[src/rtl/gemac_tx_framer.sv]
// gemac_tx_framer: drains length-prefixed frames from the TX FIFO and emits GMII
// preamble, SFD, payload, zero pad and inter-frame gap.
module gemac_tx_framer #(
    parameter int MIN_LEN = 60,
    parameter int MAX_LEN = 1514,
    parameter int IFG_LEN = 12
) (
    input  logic       TX_CLK,
    input  logic       RST,
    output logic       FIFO_RD_ENA,
    input  logic [7:0] FIFO_RD_DATA,
    input  logic       FIFO_RD_EMPTY,
    output logic [7:0] GMII_TXD,
    output logic       GMII_TX_EN,
    output logic       GMII_TX_ER,
    output logic       BUSY,
    output logic       FRAME_DONE,
    output logic       ERR_UNDERRUN,
    output logic       ERR_LENGTH
);
    localparam logic [15:0] MIN_L = 16'(MIN_LEN);
    localparam logic [15:0] MAX_L = 16'(MAX_LEN);
    localparam logic [15:0] IFG_L = 16'(IFG_LEN);
    typedef enum logic [3:0] {IDLE, LEN_HI, LEN_LO, PREAMBLE, SFD, DATA, PAD, DISCARD, IFG} state_t;
    state_t      st;
    logic [15:0] len, rem, cnt, len_in;
    logic [7:0]  len_hi;
    always_comb begin
        len_in = {len_hi, FIFO_RD_DATA};
        FIFO_RD_ENA = RST && !FIFO_RD_EMPTY &&
                      (st == LEN_HI || st == LEN_LO || st == DATA || (st == DISCARD && rem != 16'd0));
        BUSY = st != IDLE;
    end
    // Outputs are registered from the current state, so each state's symbol
    // appears on GMII one cycle later; this keeps TX_EN contiguous from 0x55 to the last byte.
    always_ff @(posedge TX_CLK or negedge RST) begin
        if (!RST) begin
            st           <= IDLE;
            len          <= 16'd0;
            len_hi       <= 8'd0;
            rem          <= 16'd0;
            cnt          <= 16'd0;
            GMII_TXD     <= 8'h00;
            GMII_TX_EN   <= 1'b0;
            GMII_TX_ER   <= 1'b0;
            FRAME_DONE   <= 1'b0;
            ERR_UNDERRUN <= 1'b0;
            ERR_LENGTH   <= 1'b0;
        end else begin
            GMII_TXD     <= 8'h00;
            GMII_TX_EN   <= 1'b0;
            GMII_TX_ER   <= 1'b0;
            FRAME_DONE   <= 1'b0;
            ERR_UNDERRUN <= 1'b0;
            ERR_LENGTH   <= 1'b0;
            case (st)
                IDLE: if (!FIFO_RD_EMPTY) st <= LEN_HI;
                LEN_HI: if (FIFO_RD_ENA) begin
                    len_hi <= FIFO_RD_DATA;
                    st     <= LEN_LO;
                end
                LEN_LO: if (FIFO_RD_ENA) begin
                    len        <= len_in;
                    rem        <= len_in;
                    cnt        <= 16'd6;
                    ERR_LENGTH <= len_in > MAX_L;
                    st         <= len_in > MAX_L ? DISCARD : PREAMBLE;
                end
                PREAMBLE: begin
                    GMII_TX_EN <= 1'b1;
                    GMII_TXD   <= 8'h55;
                    cnt        <= cnt - 16'd1;
                    if (cnt == 16'd0) st <= SFD;
                end
                SFD: begin
                    GMII_TX_EN <= 1'b1;
                    GMII_TXD   <= 8'hD5;
                    cnt        <= MIN_L - 16'd1;
                    st         <= rem == 16'd0 ? PAD : DATA;
                end
                DATA: if (FIFO_RD_ENA) begin
                    GMII_TX_EN <= 1'b1;
                    GMII_TXD   <= FIFO_RD_DATA;
                    rem        <= rem - 16'd1;
                    if (rem == 16'd1) begin
                        st         <= len < MIN_L ? PAD : IFG;
                        cnt        <= len < MIN_L ? MIN_L - len - 16'd1 : IFG_L - 16'd1;
                        FRAME_DONE <= len >= MIN_L;
                    end
                end else begin
                    GMII_TX_EN   <= 1'b1;
                    GMII_TX_ER   <= 1'b1;
                    ERR_UNDERRUN <= 1'b1;
                    st           <= DISCARD;
                end
                PAD: begin
                    GMII_TX_EN <= 1'b1;
                    cnt        <= cnt - 16'd1;
                    if (cnt == 16'd0) begin
                        st         <= IFG;
                        cnt        <= IFG_L - 16'd1;
                        FRAME_DONE <= 1'b1;
                    end
                end
                DISCARD: begin
                    if (FIFO_RD_ENA) rem <= rem - 16'd1;
                    if (rem == 16'd0 || (FIFO_RD_ENA && rem == 16'd1)) begin
                        st  <= IFG;
                        cnt <= IFG_L - 16'd1;
                    end
                end
                IFG: begin
                    cnt <= cnt - 16'd1;
                    if (cnt == 16'd0) st <= IDLE;
                end
                default: st <= IDLE;
            endcase
        end
    end
endmodule

[config.mk]
export PLATFORM = sky130hd
export DESIGN_NAME = gemac_tx_framer
export DESIGN_NICKNAME = d
export VERILOG_FILES = /design/src/rtl/gemac_tx_framer.sv
export SDC_FILE = /design/constraint.sdc
export NUM_CORES = 1
export LEC_CHECK = 0
export CAP_MARGIN = 20
export CORE_UTILIZATION = 55
export DETAILED_ROUTE_END_ITERATION = 8
export DONT_BUFFER_PORTS = 1
export GPL_TIMING_DRIVEN = 1
export MAX_ROUTING_LAYER = met4
export PLACE_DENSITY = 0.7
export RECOVER_POWER = 25
export REMOVE_ABC_BUFFERS = 1
export SLEW_MARGIN = 30
export SYNTH_ARGS = -nofsm -noshare
export SYNTH_HDL_FRONTEND = slang
export SYNTH_SLANG_ARGS = --single-unit
[constraint.sdc]
create_clock -name TX_CLK -period 3.04 [get_ports TX_CLK]
set_input_delay 0.152 -clock TX_CLK [delete_from_list [all_inputs] [get_ports TX_CLK]]
set_output_delay 0.152 -clock TX_CLK [all_outputs]
set_load 0.03 [all_outputs]
==> impl_metrics.yaml, run 1 <==
finish:
  final_design_area_no_fill_um2: 4802
  final_net_count: 494
  antenna_cells: 0
  drive_gt1_share_pct: 17.43
  syn_to_final_growth_pct: 9.563
clock_network:
  ctsLongestPathBuffers: 2
  path_clk_slew_ns: 0.08
  post_cts.resized_instances: 0
  ctsHtreeMaxLevel: 3
  cts_tree: "done"
  numCtsBuffers: 9
  cts.root.buffer_cell: "sky130_fd_sc_hd__clkbuf_8"
  clock_sink_count: 72
  clock_latency_ns: 0.36
setup_path:
  r2r-start: "st[2]"
  worstPathArrival_ns: 2.79
  worst-r2r-setup-slack_ns: 0.50
  crit-reg2reg-capture: "rem[1]"
  crit_path_end_kind: "flip-flop"
  max_fo_critical_path: 15
  rr_worst_depth: 7
  critical_path_required_ns: 3.29
  critPathLaunchType: "flip-flop"
  crit_type: "reg -> reg"
timing:
  final.min_clock_period_ns: 2.543
  setup-violations-final: 0
  holdWs_ns: 0.01605
  post-route-period-util_pct: 83.66
  rsz0062_at_grt: "false"
  report.final.hold_viol_count: 0
  totalNegativeSetupSlack_ns: 0
  timing.final.max_slew_violations: 73
  setup_slack_after_layout_ns: 0.4969
  skew_ns: 0.007202
  max_clock_freq_ghz: 0.3932
  max_slew.worst_pin.slew_ns: 1.811
  timing.slew.headroom_pct: -20.76
synthesis:
  post-synth-top-count-cell: "sky130_fd_sc_hd__dfrtp_1"
  syn_inst: 462
  synth_largest_type_area_fraction_pct: 41.11
  synth-edff-count: 0
  count_of_state_elements_after_synthesis: 72
  synthArstFlopShare_pct: 100.0
  dominant_cell_type_by_area_after_synthesis: "sky130_fd_sc_hd__dfrtp_1"
  synth.avg_cell_area_um2: 9.487
  synth_ff_type: "sky130_fd_sc_hd__dfrtp_1"
  total_standard_cell_area_after_synthesis_um2: 4383
  post_synth_num_cell_types: 69
  ys.warnings.count: 0
  synth.area.top_cells: "sky130_fd_sc_hd__dfrtp_1, sky130_fd_sc_hd__mux2_2, sky130_fd_sc_hd__nor2_1"
  netlist_top_cells_count: "sky130_fd_sc_hd__dfrtp_1, sky130_fd_sc_hd__nor2_1, sky130_fd_sc_hd__mux2_2, sky130_fd_sc_hd__nand2_1, sky130_fd_sc_hd__o21ai_0"
  synth-seq-area-share_pct: 41.11
pwr:
  leak_pwr_nw: 2.000
  p_seq_share_pct: 35.8
  netSwitchingPower_w: 0.002487
  power_density_nw_per_um2: 1097
  total_power_w: 0.005268
  internal-power_w: 0.002781
  power.share.switching_pct: 47.21
  power.share.combinational_pct: 50.8
  power_frac_clock_pct: 13.4
  power.ir.vdd_worst_v: 0.0005395
floorplan:
  die_area_um2: 8330
  start_util_pct: 56.72
  num_rows: 32
  floorplan.die.height_um: 91.27
  top_level_pins: 26
  die_w_um: 91.27
  core_um2: 7727
drt:
  num_vias: 3965
  iteration_0_drc_count_of_the_detailed_router: 278
  drt_drc_violations_left: 0
  first_pass_iters: 5
  ant_nets: 0
  vias_per_cell: 6.789
  drt-total-wl_um: 12330
  detail_route.wl_per_cell_um: 21.11
global_routing:
  wire_length_of_the_first_global_routing_pass_um: 20190
  first_global_vias: 3710
  global_route.usage.total_pct: 32.49
  grt_start_max_net_pins: 73
  overflow: 0
  antenna_found_initial: 0
worst_hold_path:
  hp-class: "in -> reg"
  hold_path.startpoint: "FIFO_RD_DATA[3]"
  worst_hold_path.endpoint: "rem[3]"
  hold_depth: 2
place:
  dpl-instance-area_um2: 4521
  dp_worst_setup_slack_ns: 0.5502
  port_buffers: 0
  dp.final_hpwl_um: 8327
  gp_congestion: 0.9554
status:
  failed_checks: "max-capacitance violations, max-slew violations"
  status: "finished, violations left"
job:
  drv_cap: 1
what timing repair did:
item / 4_1_cts / 5_1_grt
hold buffers: 11 / 0
buffers inserted: 0 / 0
endpoints found under the setup margin: 0 / 0
endpoints found under the hold margin: 96 / 0
metrics by stage:
step,util [%],std cells
6_report,62.14,584
5_1_grt,62.14,584
4_1_cts,62.44,584
3_5_place_dp,58.50,557
3_3_place_gp,58.50,557
2_1_floorplan,-,438
sequential cells by signal, indices dropped and copies added (netlist names):
signal / cells
ERR_UNDERRUN: 1
len: 16
GMII_TXD: 8
rem: 16
GMII_TX_EN: 1
st: 4
len_hi: 8
ERR_LENGTH: 1
FRAME_DONE: 1
cnt: 16
metal layers:
layer,wire [um],track usage (%),vias to the layer above
met4,359,11.77,0
met3,843,6.281,34
met5,0,-,-
met2,5803,49.81,195
met1,5323,43.08,1917
li1,-,-,1819
layout by cell type, fill, tap and decap left out, types with 7 or more instances in the layout:
cell type / count
sky130_fd_sc_hd__a21oi_1: 24
sky130_fd_sc_hd__a31oi_1: 14
sky130_fd_sc_hd__buf_4: 17
sky130_fd_sc_hd__clkbuf_8: 9
sky130_fd_sc_hd__dfrtp_1: 72
sky130_fd_sc_hd__dlygate4sd3_1: 10
sky130_fd_sc_hd__inv_1: 9
sky130_fd_sc_hd__mux2_2: 26
sky130_fd_sc_hd__nand2_1: 26
sky130_fd_sc_hd__nand2b_1: 7
sky130_fd_sc_hd__nand3_1: 12
sky130_fd_sc_hd__nor2_1: 42
sky130_fd_sc_hd__nor3_1: 15
sky130_fd_sc_hd__nor4_1: 11
sky130_fd_sc_hd__o21ai_0: 26
sky130_fd_sc_hd__o22ai_1: 15
sky130_fd_sc_hd__o2bb2ai_1: 13
sky130_fd_sc_hd__or3_1: 7
power by group through the flow:
| stage | registers [W] | clock network [W] | logic, W |
|---|---|---|---|
| finish | 0.00189 | 0.000704 | 0.00268 |
| global route | 0.00194 | 0.000764 | 0.00291 |
| CTS | 0.00187 | 0.000720 | 0.00262 |
| detailed placement | 0.00189 | 0 | 0.00257 |
| global placement | 0.00187 | 0 | 0.00253 |
| floorplan | 0.00178 | 0 | 0.00187 |
worst max path at each step:
| stage | from | end | slack, ns | cells past startpoint |
|---|---|---|---|---|
| floorplan | st[1] | len[10] | 0.52 | 6 |
| global placement | st[2] | rem[1] | 0.53 | 7 |
| detailed placement | st[2] | rem[1] | 0.55 | 7 |
| CTS | st[2] | rem[1] | 0.52 | 7 |
| global route | rem[0] | len[1] | 0.28 | 8 |
| finish | st[2] | rem[1] | 0.50 | 7 |
critical path, cell delays in order, from the launching register on:
cell and delay [ns]:
sky130_fd_sc_hd__dfrtp_1 0.47, sky130_fd_sc_hd__buf_4 0.24, sky130_fd_sc_hd__nor2b_1 0.35, sky130_fd_sc_hd__nand3_1 0.15, sky130_fd_sc_hd__o31a_1 0.32, sky130_fd_sc_hd__buf_4 0.20
sky130_fd_sc_hd__nor2_1 0.31, sky130_fd_sc_hd__mux2_2 0.38
layout make-up:
| type | count | area [um2] |
|---|---|---|
| inverters | 10 | 37.54 |
| flip-flops and latches | 72 | 1802 |
| clock buffers | 9 | 123.9 |
| clock inverters | 7 | 52.55 |
| fillers | 666 | 2925 |
| multi-input cells | 356 | 2426 |
| well taps | 102 | 127.6 |
| repair buffers | 28 | 232.7 |
kinds of logic (layout without fill, tap and decap cells):
group / after synthesis / after routing / share of synthesized area, %
flops: 72 / 72 / 41.11
mux: 26 / 26 / 6.680
xor+xnor: 1 / 1 / 0.1999
simple gates: 174 / 174 / 22.78
fa+ha+maj: 6 / 6 / 1.713
compound gates: 149 / 149 / 23.98
buf+inv: 34 / 54 / 3.540
Power figures use the tool's default switching activity.
==> inputs of run 2 (changes only) <==
==> constraint.sdc (replaced) <==
create_clock -name TX_CLK -period 2.6 [get_ports TX_CLK]
set_input_delay 0.13 -clock TX_CLK [delete_from_list [all_inputs] [get_ports TX_CLK]]
set_output_delay 0.13 -clock TX_CLK [all_outputs]
set_load 0.03 [all_outputs]
==> impl_metrics.yaml, run 2 (synthesis results as in run 1) <==
clock_network:
  ctsHtreeMaxLevel: 3
  path_clk_slew_ns: 0.08
  cts_tree: "done"
  clock_latency_ns: 0.36
  clock_sink_count: 72
  numCtsBuffers: 9
  ctsLongestPathBuffers: 2
  cts.root.buffer_cell: "sky130_fd_sc_hd__clkbuf_8"
setup_path:
  crit_start: "st[2]"
  critPathSlowestCell: "sky130_fd_sc_hd__dfrtp_1"
  worst_path_most_repeated_cell: "sky130_fd_sc_hd__buf_4"
  critical_path.max_stage_delay_ns: 0.53
  critPathLaunchType: "flip-flop"
  path_delay_family: "flip-flops"
  crit_chain: "or3b_2, a211o_1, o31a_1, inv_2, buf_4, buf_4"
  worst-r2r-setup-slack_ns: 0.23
  max_fo_critical_path: 15
  crit_cells: 6
  worstPathArrival_ns: 2.34
  critical_path.n_buffers_inverters: 3
  crit_path_end_kind: "output pin"
  crit_type: "reg -> out"
  critical_path_required_ns: 2.47
  crit-reg2reg-capture: "rem[12]"
  critical_path.endpoint: "FIFO_RD_ENA"
  r2r-start: "st[2]"
  rr_worst_depth: 7
status:
  failed_checks: "max-capacitance violations, max-slew violations"
  status: "finished, violations left"
global_routing:
  overflow: 0
  grt_start_max_net_pins: 73
  wire_length_of_the_first_global_routing_pass_um: 19950
  antenna_found_initial: 0
  first_global_vias: 3856
  global_route.usage.total_pct: 31.97
drt:
  drt_drc_violations_left: 0
  num_vias: 4000
  ant_nets: 0
  first_pass_iters: 5
  drt-total-wl_um: 12310
  iteration_0_drc_count_of_the_detailed_router: 294
  vias_per_cell: 6.734
  detail_route.wl_per_cell_um: 20.73
floorplan:
  die_w_um: 91.27
  floorplan.die.height_um: 91.27
  top_level_pins: 26
  num_rows: 32
  core_um2: 7727
  start_util_pct: 56.72
  die_area_um2: 8330
pwr:
  power.ir.vdd_worst_v: 0.0005497
  netSwitchingPower_w: 0.002898
  power.share.combinational_pct: 50.0
  power_density_nw_per_um2: 1301
  total_power_w: 0.006438
  power.share.switching_pct: 45.02
  internal-power_w: 0.003540
  leak_pwr_nw: 2.080
  p_seq_share_pct: 34.3
  power_frac_clock_pct: 15.7
timing:
  setup-violations-final: 0
  rsz0062_at_grt: "false"
  skew_ns: 0.01114
  max_slew.worst_pin.slew_ns: 1.774
  max_clock_freq_ghz: 0.4052
  post-route-period-util_pct: 94.93
  timing.slew.headroom_pct: -18.24
  report.final.hold_viol_count: 0
  totalNegativeSetupSlack_ns: 0
  setup_slack_after_layout_ns: 0.1318
  final.min_clock_period_ns: 2.468
  timing.final.max_slew_violations: 73
finish:
  final_design_area_no_fill_um2: 4949
  layout.cells.most_common_list: "sky130_fd_sc_hd__dfrtp_1, sky130_fd_sc_hd__nor2_1"
  final_net_count: 504
  syn_to_final_growth_pct: 12.90
  reg.largest.list: "cnt x16, len x16, rem x16"
  leading_cell_type_in_the_layout_fill_and_taps_excluded: "sky130_fd_sc_hd__dfrtp_1"
  n_fill_cell: 610
  drive_gt1_share_pct: 19.31
  antenna_cells: 0
worst_hold_path:
  hp-class: "in -> reg"
place:
  port_buffers: 0
  dpl-instance-area_um2: 4608
  dp.final_hpwl_um: 8266
  dp_worst_setup_slack_ns: 0.2049
  gp_congestion: 0.9731
job:
  drv_cap: 1
run 2: how the worst min path moves through the flow:
| stage | startpoint | to | slack [ns] | depth (start not counted) |
|---|---|---|---|---|
| 6_report | FIFO_RD_DATA[5] | rem[5] | 0.002 | 2 |
| 5_1_grt | FIFO_RD_DATA[5] | rem[5] | 0.02 | 2 |
| 4_1_cts | FIFO_RD_DATA[5] | rem[5] | 0.008 | 2 |
| 3_5_place_dp | RST | cnt[8] | -0.16 | 0 |
| 3_3_place_gp | RST | cnt[8] | -0.16 | 0 |
| 2_1_floorplan | RST | ERR_LENGTH | -0.17 | 0 |
run 2: routing by layer:
layer  vias to the layer above  part of all wire, %  GRT usage [%]
met2                       178                   47          48.99
met1                      1952                   42          41.37
met3                        45                  6.8          4.271
met4                         0                  4.4          17.06
li1                       1825                    -              -
met5                         -                    0              -
run 2: per-stage QoR:
stage               hold WS, ns  cells  util [%]
finish                 0.002271    594     64.04
global placement        -0.1639    567     59.63
detailed placement      -0.1641    567     59.63
global route            0.01575    594     64.04
CTS                    0.007543    594     64.14
floorplan               -0.1656    438         -
run 2: final cells by class:
class	instances	area, um2	share of cell area (%)
multi-input combinational	356	2441	49.33
tap	102	127.6	2.579
clock inverter	6	82.58	1.669
clock buffer	10	137.6	2.781
sequential	72	1802	36.41
timing repair buffer	38	320.3	6.473
inverter	10	37.54	0.7585
run 2: power groups by stage:
stage                     clock [W]  combinational, W  sequential, W
after floorplan                   0           0.00218        0.00209
after global placement            0           0.00304        0.00219
after detailed placement          0           0.00308        0.00220
after CTS                   0.00101           0.00316        0.00218
after global routing        0.00106           0.00351        0.00228
final                       0.00101           0.00322        0.00221
run 2: repair_timing:
item / CTS / global route
buffers inserted: 0 / 0
hold endpoints to repair: 99 / 0
setup endpoints to repair: 0 / 15
resized for setup: 0 / 2
hold buffers: 11 / 0
run 2: worst reg2reg max path: cells and delay by family, from the launching register on:
kind,cells,cell delay [ns]
flip-flops,1,0.53
AO/OA/AOI/OAI,3,0.74
AND/OR/NAND/NOR,2,0.71
buffers and inverters,2,0.29
